**src/rtl/img_proc_pkg.sv**
```systemverilog
// Shared image-pipeline definitions: sequencer states, default frame size, coordinate widths.
// Latency: n/a (package only).
// Backpressure: n/a (package only).
package img_proc_pkg;

  localparam int DEF_IMG_WIDTH  = 176;
  localparam int DEF_IMG_HEIGHT = 176;
  localparam int COL_W          = 10;
  localparam int ROW_W          = 9;

  // Sequencer states kept as plain constants so older blocks can compare raw codes.
  typedef logic [1:0] state_t;
  localparam state_t ST_IDLE   = 2'd0;
  localparam state_t ST_FILL   = 2'd1;
  localparam state_t ST_STREAM = 2'd2;
  localparam state_t ST_DONE   = 2'd3;

endpackage

```
**src/rtl/xy_counter.sv**
```systemverilog
// Column/row position of the next accepted pixel; col wraps into row, row wraps to 0.
// Latency: position advances on the clock edge after inc.
// Backpressure: none; inc only when a pixel is accepted, clr has priority.
// Ports: pclk/reset (sync, active-high), clr, inc -> col, row, last (at final pixel).
module xy_counter
  import img_proc_pkg::*;
#(
  parameter int IMG_WIDTH  = DEF_IMG_WIDTH,
  parameter int IMG_HEIGHT = DEF_IMG_HEIGHT
) (
  input  logic             pclk,
  input  logic             reset,
  input  logic             clr,
  input  logic             inc,
  output logic [COL_W-1:0] col,
  output logic [ROW_W-1:0] row,
  output logic             last
);

  logic col_end;
  logic row_end;

  assign col_end = (col == COL_W'(IMG_WIDTH - 1));
  assign row_end = (row == ROW_W'(IMG_HEIGHT - 1));
  assign last    = col_end && row_end;

  always_ff @(posedge pclk) begin
    if (reset || clr) begin
      col <= '0;
      row <= '0;
    end else if (inc) begin
      if (col_end) begin
        col <= '0;
        // Wrapping the row too leaves the counter parked at (0,0) after a frame.
        row <= row_end ? '0 : row + ROW_W'(1);
      end else begin
        col <= col + COL_W'(1);
      end
    end
  end

endmodule

```
**src/rtl/window_seq_ctrl.sv**
```systemverilog
// 3x3 window sequencer: drives line-FIFO strobes and flags complete interior windows.
// Latency: FIFO strobes combinational; win_valid 2 cycles after the source pixel.
// Backpressure: none; pixels are accepted whenever pix_valid is high in FILL/STREAM.
// Ports: pclk, reset (sync, active-high), frame_start, pix_valid -> l3/l2/l1 wr/rd,
//        fifo_sclr, win_valid/win_col/win_row, frame_done, busy, and err when
//        WIN_SEQ_ERR_EN is defined (sticky protocol-error flag).
module window_seq_ctrl
  import img_proc_pkg::*;
#(
  parameter int IMG_WIDTH  = DEF_IMG_WIDTH,
  parameter int IMG_HEIGHT = DEF_IMG_HEIGHT
) (
  input  logic             pclk,
  input  logic             reset,
  input  logic             frame_start,
  input  logic             pix_valid,
  output logic             l3_wr,
  output logic             l3_rd,
  output logic             l2_wr,
  output logic             l2_rd,
  output logic             l1_wr,
  output logic             l1_rd,
  output logic             fifo_sclr,
  output logic             win_valid,
  output logic [COL_W-1:0] win_col,
  output logic [ROW_W-1:0] win_row,
  output logic             frame_done,
`ifdef WIN_SEQ_ERR_EN
  output logic             err,
`endif
  output logic             busy
);

  state_t           state;
  logic [COL_W-1:0] col;
  logic [ROW_W-1:0] row;
  logic             last;
  logic             in_frame;
  logic             restart;
  logic             accepted;
  logic             cnt_clr;

  // First stage: pixel accepted, FIFO data arriving; second stage: window registers loaded.
  logic             s1_vld;
  logic [COL_W-1:0] s1_col;
  logic [ROW_W-1:0] s1_row;
  logic             s2_vld;
  logic [COL_W-1:0] s2_col;
  logic [ROW_W-1:0] s2_row;

  assign in_frame = (state == ST_FILL) || (state == ST_STREAM);
  // Any frame_start outside IDLE abandons the current frame; its pixel is dropped.
  assign restart  = !reset && frame_start && (state != ST_IDLE);
  assign accepted = !reset && pix_valid &&
                    ((in_frame && !frame_start) || (state == ST_IDLE && frame_start));
  // Hold the counters at zero while idle so a new frame always starts at (0,0).
  assign cnt_clr  = restart || (state == ST_IDLE && !frame_start);

  assign l3_wr     = accepted;
  assign l3_rd     = accepted;
  assign l2_wr     = accepted;
  assign l2_rd     = accepted && (row != '0);
  assign l1_wr     = accepted && (row != '0);
  assign l1_rd     = accepted && (row >= ROW_W'(2));
  assign fifo_sclr = reset || restart;

  assign busy       = !reset && (state != ST_IDLE);
  assign frame_done = !reset && (state == ST_DONE);
  assign win_valid  = !reset && s2_vld;
  assign win_col    = reset ? '0 : s2_col;
  assign win_row    = reset ? '0 : s2_row;

  xy_counter #(
    .IMG_WIDTH (IMG_WIDTH),
    .IMG_HEIGHT(IMG_HEIGHT)
  ) u_xy (
    .pclk (pclk),
    .reset(reset),
    .clr  (cnt_clr),
    .inc  (accepted),
    .col  (col),
    .row  (row),
    .last (last)
  );

  always_ff @(posedge pclk) begin
    if (reset) begin
      state <= ST_IDLE;
    end else if (restart) begin
      state <= ST_FILL;
    end else begin
      case (state)
        ST_IDLE:   if (frame_start) state <= ST_FILL;
        ST_FILL:   if (row == ROW_W'(2)) state <= ST_STREAM;
        ST_STREAM: if (accepted && last) state <= ST_DONE;
        default:   state <= ST_IDLE;
      endcase
    end
  end

  always_ff @(posedge pclk) begin
    if (reset || restart) begin
      s1_vld <= 1'b0;
      s1_col <= '0;
      s1_row <= '0;
      s2_vld <= 1'b0;
      s2_col <= '0;
      s2_row <= '0;
    end else begin
      // Window is complete once the bottom-right pixel of a 3x3 block arrives;
      // its centre sits one up and one left.
      if (accepted && row >= ROW_W'(2) && col >= COL_W'(2)) begin
        s1_vld <= 1'b1;
        s1_col <= col - COL_W'(1);
        s1_row <= row - ROW_W'(1);
      end else begin
        s1_vld <= 1'b0;
        s1_col <= '0;
        s1_row <= '0;
      end
      s2_vld <= s1_vld;
      s2_col <= s1_col;
      s2_row <= s1_row;
    end
  end

`ifdef WIN_SEQ_ERR_EN
  logic err_q;

  always_ff @(posedge pclk) begin
    if (reset) begin
      err_q <= 1'b0;
    end else if ((state == ST_DONE && pix_valid) || (in_frame && frame_start)) begin
      err_q <= 1'b1;
    end
  end

  assign err = err_q;
`endif

endmodule

```
**config.mk**
```make
export PLATFORM = sky130hd
export DESIGN_NAME = window_seq_ctrl
export DESIGN_NICKNAME = d
export VERILOG_FILES = /design/src/rtl/img_proc_pkg.sv /design/src/rtl/xy_counter.sv /design/src/rtl/window_seq_ctrl.sv
export SDC_FILE = /design/constraint.sdc
export NUM_CORES = 1
export LEC_CHECK = 0
export ABC_AREA = 1
export CAP_MARGIN = 20
export CORE_MARGIN = 5
export CORE_UTILIZATION = 52
export CTS_BUF_LIST = sky130_fd_sc_hd__clkbuf_4 sky130_fd_sc_hd__clkbuf_8
export CTS_CLUSTER_DIAMETER = 60
export CTS_CLUSTER_SIZE = 30
export DETAILED_ROUTE_END_ITERATION = 8
export PLACE_DENSITY = 0.76
export SYNTH_ARGS = -nofsm -noshare
export SYNTH_HDL_FRONTEND = slang
export SYNTH_HIERARCHICAL = 1
export SYNTH_SLANG_ARGS = --single-unit
```
**constraint.sdc**
```tcl
create_clock -name pclk -period 2 [get_ports pclk]
set_input_delay 0.4 -clock pclk [delete_from_list [all_inputs] [get_ports pclk]]
set_output_delay 0.4 -clock pclk [all_outputs]
set_load 0.02 [all_outputs]
```
; ---- Word-level counts from Yosys, hierarchy flattened
; Index checks and enable logic that the tools add are counted.
; W data, S select, Z words.
[word_totals]
register_bits = 61
in_bits = 4
out_inout_bits = 29
wordCells = 69
[classes]
addsub = 4
magnitude_cmp = 2
eq_ne = 12
mux = 10
bitwise_logic = 1
n_reduce_logical = 30
[ops]
columns = cell, n
row1 = $mux W10, 2
row2 = $mux W9, 2
row3 = $logic_and A1 B1 Y1, 15
row4 = $add A10 B1 Y10 const B, 1
row5 = $eq A10 B8 Y1 const B, 1
row6 = $ge A10 B2 Y1 const B, 1
row7 = $sub A10 B1 Y10 const B, 1
row8 = $add A9 B1 Y9 const B, 1
row9 = $eq A9 B2 Y1 const B, 1
row10 = $eq A9 B8 Y1 const B, 1
row11 = $ge A9 B2 Y1 const B, 1
row12 = $reduce_bool A9 Y1, 1
row13 = $sub A9 B1 Y9 const B, 1
row14 = $mux W2, 3
row15 = $ne A3 B2 Y1 const B, 2
row16 = $pmux W2 S3, 1
row17 = $reduce_and A3 Y1, 2
row18 = $logic_or A1 B1 Y1, 5
row19 = $eq A2 B2 Y1 const B, 2
row20 = $ne A2 B1 Y1 const B, 2
row21 = $reduce_or A2 Y1, 2
row22 = $ne A3 B3 Y1 const B, 1
row23 = $eq A2 B1 Y1 const B, 1
row24 = $logic_not A1 Y1, 2
row25 = 6 further kinds, 7

; ---- Longest topological paths before layout
; Gate-level depths: netlist (run 1).
[logic_depth]
depth_word = 9
ltp_mapped = 14
depth_no_buf = 14

; ---- Modules after synthesis
; Netlist (run 1), hierarchy kept.
[modules_own_cells]
columns = module, n_inst, cells_per_inst, area_each_um2, seq_area_each_um2
row1 = window_seq_ctrl, 1, 290, 2047.0, 840.8
row2 = xy_counter, 1, 151, 1019.7, 380.4

; ---- Worst setup path before layout (run 1)
; No wires, ideal clock.
[synth_path]
path_type = register to output
startpoint = reg state[0]
endpoint = out l2_rd
arrival_ps = 1596
required_time_ps = 1600
path_slack_ps = 4
stages_incl_launch_ff = 8
path_buffers = 1
cell_sequence = dfxtp_1 > inv_1 > ha_1 > inv_1 > nand2_1 > nand3_2 > a41oi_1 > buf_4
[synth_via]
elab_chain_len = 6
elab_cells_between_ends = 9
classes_between = eq/ne (2) / reduce/logical (7)
[synth_rtl]
columns = element, line
row1 = start: declaration, window_seq_ctrl.sv:34  ; state_t state;
row2 = start signal: assignment, window_seq_ctrl.sv:88  ; state <= ST_IDLE;
row3 = start signal: assignment, window_seq_ctrl.sv:90  ; state <= ST_FILL;
row4 = start signal: assignment, window_seq_ctrl.sv:93  ; ST_IDLE: if (frame_start) state <= ST_FILL;
row5 = $eq A2 B1 Y1 or $eq A2 B2 Y1 (tied branches), window_seq_ctrl.sv:51  ; assign in_frame = (state == ST_FILL) || (state == ST_STREAM);
row6 = $logic_or A1 B1 Y1, window_seq_ctrl.sv:51
row7 = $logic_and A1 B1 Y1, window_seq_ctrl.sv:55  ; ((in_frame && !frame_start) || (state == ST_IDLE && frame_start));
row8 = $logic_or A1 B1 Y1 *, window_seq_ctrl.sv:55
row9 = $logic_and A1 B1 Y1 *, window_seq_ctrl.sv:54  ; assign accepted = !reset && pix_valid &&
row10 = $logic_and A1 B1 Y1 *, -
row11 = end: declaration, window_seq_ctrl.sv:20  ; output logic l2_rd,
; Every way passes the cells marked *; elsewhere a longest branch is shown, timed or not.

; ---- Worst setup path after layout (run 1)
[layout_path]
startpoint = reg state[1]
endpoint = out l1_wr
[layout_via]
elab_chain_len = 6
elab_cells_between_ends = 9
classes_between = eq/ne (2) / reduce/logical (7)
[layout_rtl]
columns = element, line
row1 = $eq A2 B1 Y1 or $eq A2 B2 Y1 (tied branches), window_seq_ctrl.sv:51
row2 = $logic_or A1 B1 Y1, window_seq_ctrl.sv:51
row3 = $logic_and A1 B1 Y1, window_seq_ctrl.sv:55
row4 = $logic_or A1 B1 Y1 *, window_seq_ctrl.sv:55
row5 = $logic_and A1 B1 Y1 *, window_seq_ctrl.sv:54
row6 = $logic_and A1 B1 Y1 *, window_seq_ctrl.sv:63  ; assign l1_wr = accepted && (row != '0);
row7 = end: declaration, window_seq_ctrl.sv:21  ; output logic l1_wr,
; Marks and branches as above.

==> results of run 1 <==
==> critical path: cells and delay by family (launching register included) <==
kind | cells | cell delay, ns
AO/OA/AOI/OAI | 1 | 0.18
AND/OR/NAND/NOR | 2 | 0.15
adder cells (fa/ha/maj) | 1 | 0.25
buffers and inverters | 4 | 0.33
flip-flops | 1 | 0.33
==> report_power, final <==
group          internal [mW]  leakage, nW  switching (mW)
Combinational          0.504         1.28           0.486
Clock                  0.631        0.101           0.456
Sequential              1.24        0.493          0.0162
Total                   2.38         1.87           0.959
==> kinds of logic after synthesis <==
family          after synthesis
fa+ha+maj                    12
simple gates                225
xor+xnor                     12
flops                        61
buf+inv                     101
compound gates               30
==> layout by cell type, fill, tap and decap left out, drive strengths merged, types with 2 or more instances in the layout <==
master and n:
nand4 10, nand2 82, clkinv 3, buf 51, a21oi 20, ha 12, or2 4, o21ai 7
inv 90, dfxtp 61, clkbuf 33, xor2 10, xnor2 2, clkdlybuf4s50 2, nor3 6, nor2 107
nand3 15
==> metal layers <==
layer / global-route usage [%] / vias up / wire length (um)
met3: 3.707 / 12 / 368
met2: 31.88 / 74 / 2941
met4: 9.348 / 0 / 131
met1: 22.29 / 1198 / 2762
met5: 0 / - / 0
li1: - / 1477 / -
==> cell type report <==
class	instances	share of cell area [%]
inverters	91	8.783
flip-flops and latches	61	31.27
repair buffers	77	14.98
multi-input cells	279	37.50
clock inverters	4	1.214
clock buffers	11	3.865
well taps	75	2.395
==> what timing repair did <==
action / CTS / global route
resized for setup: 59 / 55
pin swaps: 2 / 4
setup buffers: 7 / 2
setup endpoints to repair: 29 / 32
==> registers in the layout, summed over array words and instances, names as in the netlist <==
signal    count
s1_vld        1
state         2
u_xy/col     10
s1_row        9
s2_row        9
u_xy/row      9
s2_col       10
s2_vld        1
s1_col       10
==> worst paths after layout <==
kind / startpoint / end / slack (ns)
worst min-delay path: s1_col[7] / s2_col[7] / 0.41
worst max-delay path: state[1] / l1_wr / 0.02
worst max register to register: state[1] / u_xy/col[9] / 0.15
worst min register to register: s1_col[7] / s2_col[7] / 0.41
==> flow_metrics.env, run 1 <==
export IMPL_synthToLayoutAreaGrowth_pct=27.74
export IMPL_synthFlopType="dfxtp_1"
export IMPL_hold_slack_ns=0.4071
export IMPL_clk_pin_slew_ns=0.07
export IMPL_fin_area_mm2=0.003918
export IMPL_routed_wl_mm=6.203
export IMPL_fin_tns_setup_ns=0
export IMPL_total_power_mw=3.337
export IMPL_synth_compound_area_share_pct=6.773
export IMPL_clk_root_buffer_cell="clkbuf_8"
export IMPL_ys_warnings_count=6
export IMPL_coreArea_mm2=0.005816
export IMPL_fillerInstances=449
export IMPL_cts_buffer_depth=2
export IMPL_fmax_mhz=504.2
export IMPL_regArea_mm2=0.001225
export IMPL_cts_hold_buf=0
export IMPL_worstSetupEndpointType="output port"
export IMPL_min_period_over_period_pct=99.18
export IMPL_yosys_mux_area_fraction_pct=0
export IMPL_drive_gt1_share_pct=27.53
export IMPL_synth_nets=457
export IMPL_ir_worst_vdd_uv=509.2
export IMPL_insertion_delay_ns=0.34
export IMPL_synth_area_mm2=0.003067
export IMPL_fin_skew_ns=0.008943
export IMPL_cpMostUsedCell="inv_2"
export IMPL_synth_yosys_seq_area_share_pct=39.82
export IMPL_ant_nets=0
export IMPL_tritoncts="built"
export IMPL_yosys_cell_types_count=31
export IMPL_reg2reg_depth=15
export IMPL_cp_max_fo=2
export IMPL_antenna_found_initial=0
export IMPL_powerDensity_mw_per_mm2=851.9
export IMPL_fin_ws_ns=0.01649
export IMPL_crit_type="flop to output port"
export IMPL_synth_area_leaders="dfxtp_1, nor2_1, inv_1"
export IMPL_required_ns=1.60
export IMPL_drv_slew=0
export IMPL_drc=0
export IMPL_grt_pass1_vias=2619
export IMPL_synth_simple_area_share_pct=31.50
export IMPL_grtUsageTotal_pct=18.73
export IMPL_wl_per_cell_um=10.37
export IMPL_cts_buffers=9
export IMPL_hpwlAfterDp_mm=4.438
export IMPL_pre_cts_ws_ns=-0.4586
export IMPL_utilization_pct=67.36
export IMPL_nNetsFinal=535
export IMPL_rows=28
export IMPL_max_cap_viol_count=0
export IMPL_die_area_mm2=0.007533
export IMPL_layout_min_cycle_time_ns=1.984
export IMPL_cp_slowest_cell="dfxtp_2"
export IMPL_synthAdderAreaFrac_pct=4.896
export IMPL_start_kind="flop"
export IMPL_synthXorXnorAreaFrac_pct=3.427
export IMPL_dieWidth_um=86.80
export IMPL_dr_pass1_iters=4
export IMPL_synth_top_family_by_area="simple AND/OR/NAND/NOR gates"
export IMPL_synth_edf_count=0
export IMPL_syn_area_per_cell_um2=6.954
export IMPL_rsz0062_at_grt="true"
export IMPL_grt_remaining_overflow=0
export IMPL_place_area_mm2=0.003729
export IMPL_io_pins=33
export IMPL_p_leak_nw=1.871
export IMPL_yosysMostFrequentCell="nor2_1"
export IMPL_portBuffers=32
export IMPL_grt_max_degree=22
export IMPL_slew_headroom_pct=80.06
export IMPL_path_cells="inv_2 > ha_4 > inv_2 > nand2_2 > nand3_2 > a41oi_2 > buf_4 > buf_6"
export IMPL_avgViaCountPerCell=4.617
export IMPL_first_iter_violations=149
export IMPL_grt_first_pass_wirelength_mm=11.14
export IMPL_min_path_type="flop to flop"
export IMPL_netlist_top_cells_count="nor2_1, inv_1, nand2_1"
export IMPL_placed_cells=574
export IMPL_synth_async_sr_flop_share_pct=0
export IMPL_globalplace_congestion=0.9510
export IMPL_whs_path_depth=2
export IMPL_status="complete, no violations"
export IMPL_setup_viol=0
export IMPL_vias=2761
export IMPL_yosysTopAreaCellShare_pct=39.82
export IMPL_yosys_area_top_type="dfxtp_1"
export IMPL_start_util_pct=52.73
export IMPL_multi_input_area_mm2=0.001469
export IMPL_worst_slew_pin_slew_ns=0.2986
export IMPL_numClockSinks=61
export IMPL_max_stage_delay_ns=0.33
export IMPL_antenna_cells=0
export IMPL_arrival_ns=1.58
export IMPL_htree_levels=3
export IMPL_syn_inst=441
export IMPL_ys_ff_latch=61
export IMPL_layout_cells_non_filler=598
export IMPL_finalHoldViolCount=0
export IMPL_die_h_um=86.80
Power figures use the tool's default switching activity.
==> run 2, diff against run 1 <==
--- a/config.mk
+++ b/config.mk
@@ -14,6 +14,7 @@
 export CTS_CLUSTER_SIZE = 30
 export DETAILED_ROUTE_END_ITERATION = 8
 export PLACE_DENSITY = 0.76
+export SLEW_MARGIN = 20
 export SYNTH_ARGS = -nofsm -noshare
 export SYNTH_HDL_FRONTEND = slang
 export SYNTH_HIERARCHICAL = 1
==> results of run 2 <==
The final DEF is identical to that of run 1; final timing and power are the same.
==> run 3, diff against run 2 <==
--- a/config.mk
+++ b/config.mk
@@ -7,7 +7,7 @@
 export LEC_CHECK = 0
 export ABC_AREA = 1
 export CAP_MARGIN = 20
-export CORE_MARGIN = 5
+export CORE_MARGIN = 2
 export CORE_UTILIZATION = 52
 export CTS_BUF_LIST = sky130_fd_sc_hd__clkbuf_4 sky130_fd_sc_hd__clkbuf_8
 export CTS_CLUSTER_DIAMETER = 60
==> flow_metrics.env, run 3 (synthesis results as in run 1) <==
export IMPL_numClockSinks=61
export IMPL_synthToLayoutAreaGrowth_pct=28.48
export IMPL_cp_slowest_cell="dfxtp_2"
export IMPL_clk_pin_slew_ns=0.07
export IMPL_p_sw_mw=1.019
export IMPL_worst_slew_pin_slew_ns=0.2590
export IMPL_htree_levels=3
export IMPL_grt_first_pass_wirelength_mm=11.29
export IMPL_max_stage_delay_ns=0.34
export IMPL_cts_buffers=9
export IMPL_multi_input_area_mm2=0.001486
export IMPL_cp_max_fo=2
export IMPL_first_iter_violations=122
export IMPL_drive_gt1_share_pct=27.95
export IMPL_die_h_um=80.80
export IMPL_place_area_mm2=0.003747
export IMPL_path_cells="inv_2 > ha_4 > inv_4 > nand2_4 > nand3_4 > inv_4 > buf_6 > nand2_4 > inv_2 > buf_6"
export IMPL_layout_cells_non_filler=598
export IMPL_wl_per_cell_um=10.93
export IMPL_max_cap_viol_count=0
export IMPL_tritoncts="built"
export IMPL_start_kind="flop"
export IMPL_io_pins=33
export IMPL_start_util_pct=54.69
export IMPL_critPathTopFamily="buffers and inverters"
export IMPL_min_period_over_period_pct=98.66
export IMPL_grt_max_degree=22
export IMPL_pwr_share_clk_pct=33.1
export IMPL_required_ns=1.60
export IMPL_finalHoldViolCount=0
export IMPL_p_leak_nw=1.889
export IMPL_ant_nets=0
export IMPL_die_area_mm2=0.006528
export IMPL_fin_tns_setup_ns=0
export IMPL_grt_pass1_vias=2570
export IMPL_seq_power_share_pct=38.4
export IMPL_coreArea_mm2=0.005608
export IMPL_vias=2825
export IMPL_utilization_pct=70.26
export IMPL_powerDensity_mw_per_mm2=833.0
export IMPL_routed_wl_mm=6.534
export IMPL_fin_area_mm2=0.003940
export IMPL_portBuffers=32
export IMPL_fillerInstances=472
export IMPL_avgViaCountPerCell=4.724
export IMPL_drv_slew=0
export IMPL_ir_worst_vdd_uv=499.9
export IMPL_regArea_mm2=0.001225
export IMPL_internal_power_mw=2.263
export IMPL_antenna_cells=0
export IMPL_final_common_cell="nor2_1"
export IMPL_placed_cells=574
export IMPL_drc=0
export IMPL_worstSetupEndpointType="output port"
export IMPL_fmax_mhz=506.8
export IMPL_layout_min_cycle_time_ns=1.973
export IMPL_hpwlAfterDp_mm=4.484
export IMPL_fin_skew_ns=0.01029
export IMPL_grtUsageTotal_pct=22.26
export IMPL_critPathBufInv=6
export IMPL_cts_buffer_depth=2
export IMPL_switching_share_pct=31.06
export IMPL_arrival_ns=1.57
export IMPL_dr_pass1_iters=5
export IMPL_insertion_delay_ns=0.33
export IMPL_nNetsFinal=537
export IMPL_setup_viol=0
export IMPL_clk_root_buffer_cell="clkbuf_8"
export IMPL_rsz0062_at_grt="true"
export IMPL_grt_remaining_overflow=0
export IMPL_antenna_found_initial=0
export IMPL_worst_r2r_setup_slack_ns=0.15
export IMPL_status="complete, no violations"
export IMPL_min_path_type="flop to flop"
export IMPL_slew_headroom_pct=82.55
export IMPL_final_cell_mix="nor2_1, inv_1, nand2_1"
export IMPL_top_regs="s1_col x10, s2_col x10, u_xy/col x10"
export IMPL_crit_type="flop to output port"
export IMPL_dieWidth_um=80.80
export IMPL_rows=27
export IMPL_globalplace_congestion=0.8730
export IMPL_combPwrFrac_pct=28.5
-- run 3: metrics by stage --
stage,hold slack [ns],worst slack [ns],total power [mW]
after floorplan,0.3936,0.003536,1.728
after global placement,0.3967,-0.4083,2.044
after detailed placement,0.3979,-0.4652,2.057
after CTS,0.4095,-0.0008851,3.210
after global routing,0.4186,-0.04891,3.455
final,0.4093,0.02689,3.282
-- run 3: cell type report --
cell class	instances	share of cell area (%)
multi-input combinational	279	37.73
sequential	61	31.09
timing repair buffer	79	15.02
clock buffer	9	3.144
inverter	91	8.860
clock inverter	7	1.874
tap	72	2.286
-- run 3: power by group through the flow --
stage	clock, mW	combinational, mW	sequential, mW
after CTS	1.11	0.843	1.26
after floorplan	0	0.436	1.29
after detailed placement	0	0.778	1.28
after global placement	0	0.765	1.28
final	1.09	0.934	1.26
after global routing	1.17	1.02	1.26
-- run 3: tightest hold or removal path, stage by stage, from the launching register on --
cell	delay, ns
dfxtp_1	0.30
inv_1	0.04
nor2_1	0.03
-- run 3: final timing paths --
kind | start | endpoint | cells past startpoint
max reg2reg | state[1] | u_xy/col[9] | 15
min | s1_col[8] | s2_col[8] | 2
min reg2reg | s1_col[8] | s2_col[8] | 2
max | state[1] | l1_rd | 10
-- run 3: layer usage --
layer,up-vias,track usage (%),wire length [um]
met4,0,7.458,117
met2,84,37.75,3196
met1,1247,27.53,2806
li1,1481,-,-
met3,13,5.889,414
met5,-,0,0
-- run 3: timing repair --
item,in CTS,in global routing
setup endpoints to repair,29,32
pin swaps,2,5
gates resized for setup,63,56
gates cloned,0,0
hold buffers,0,0
setup buffers,2,6
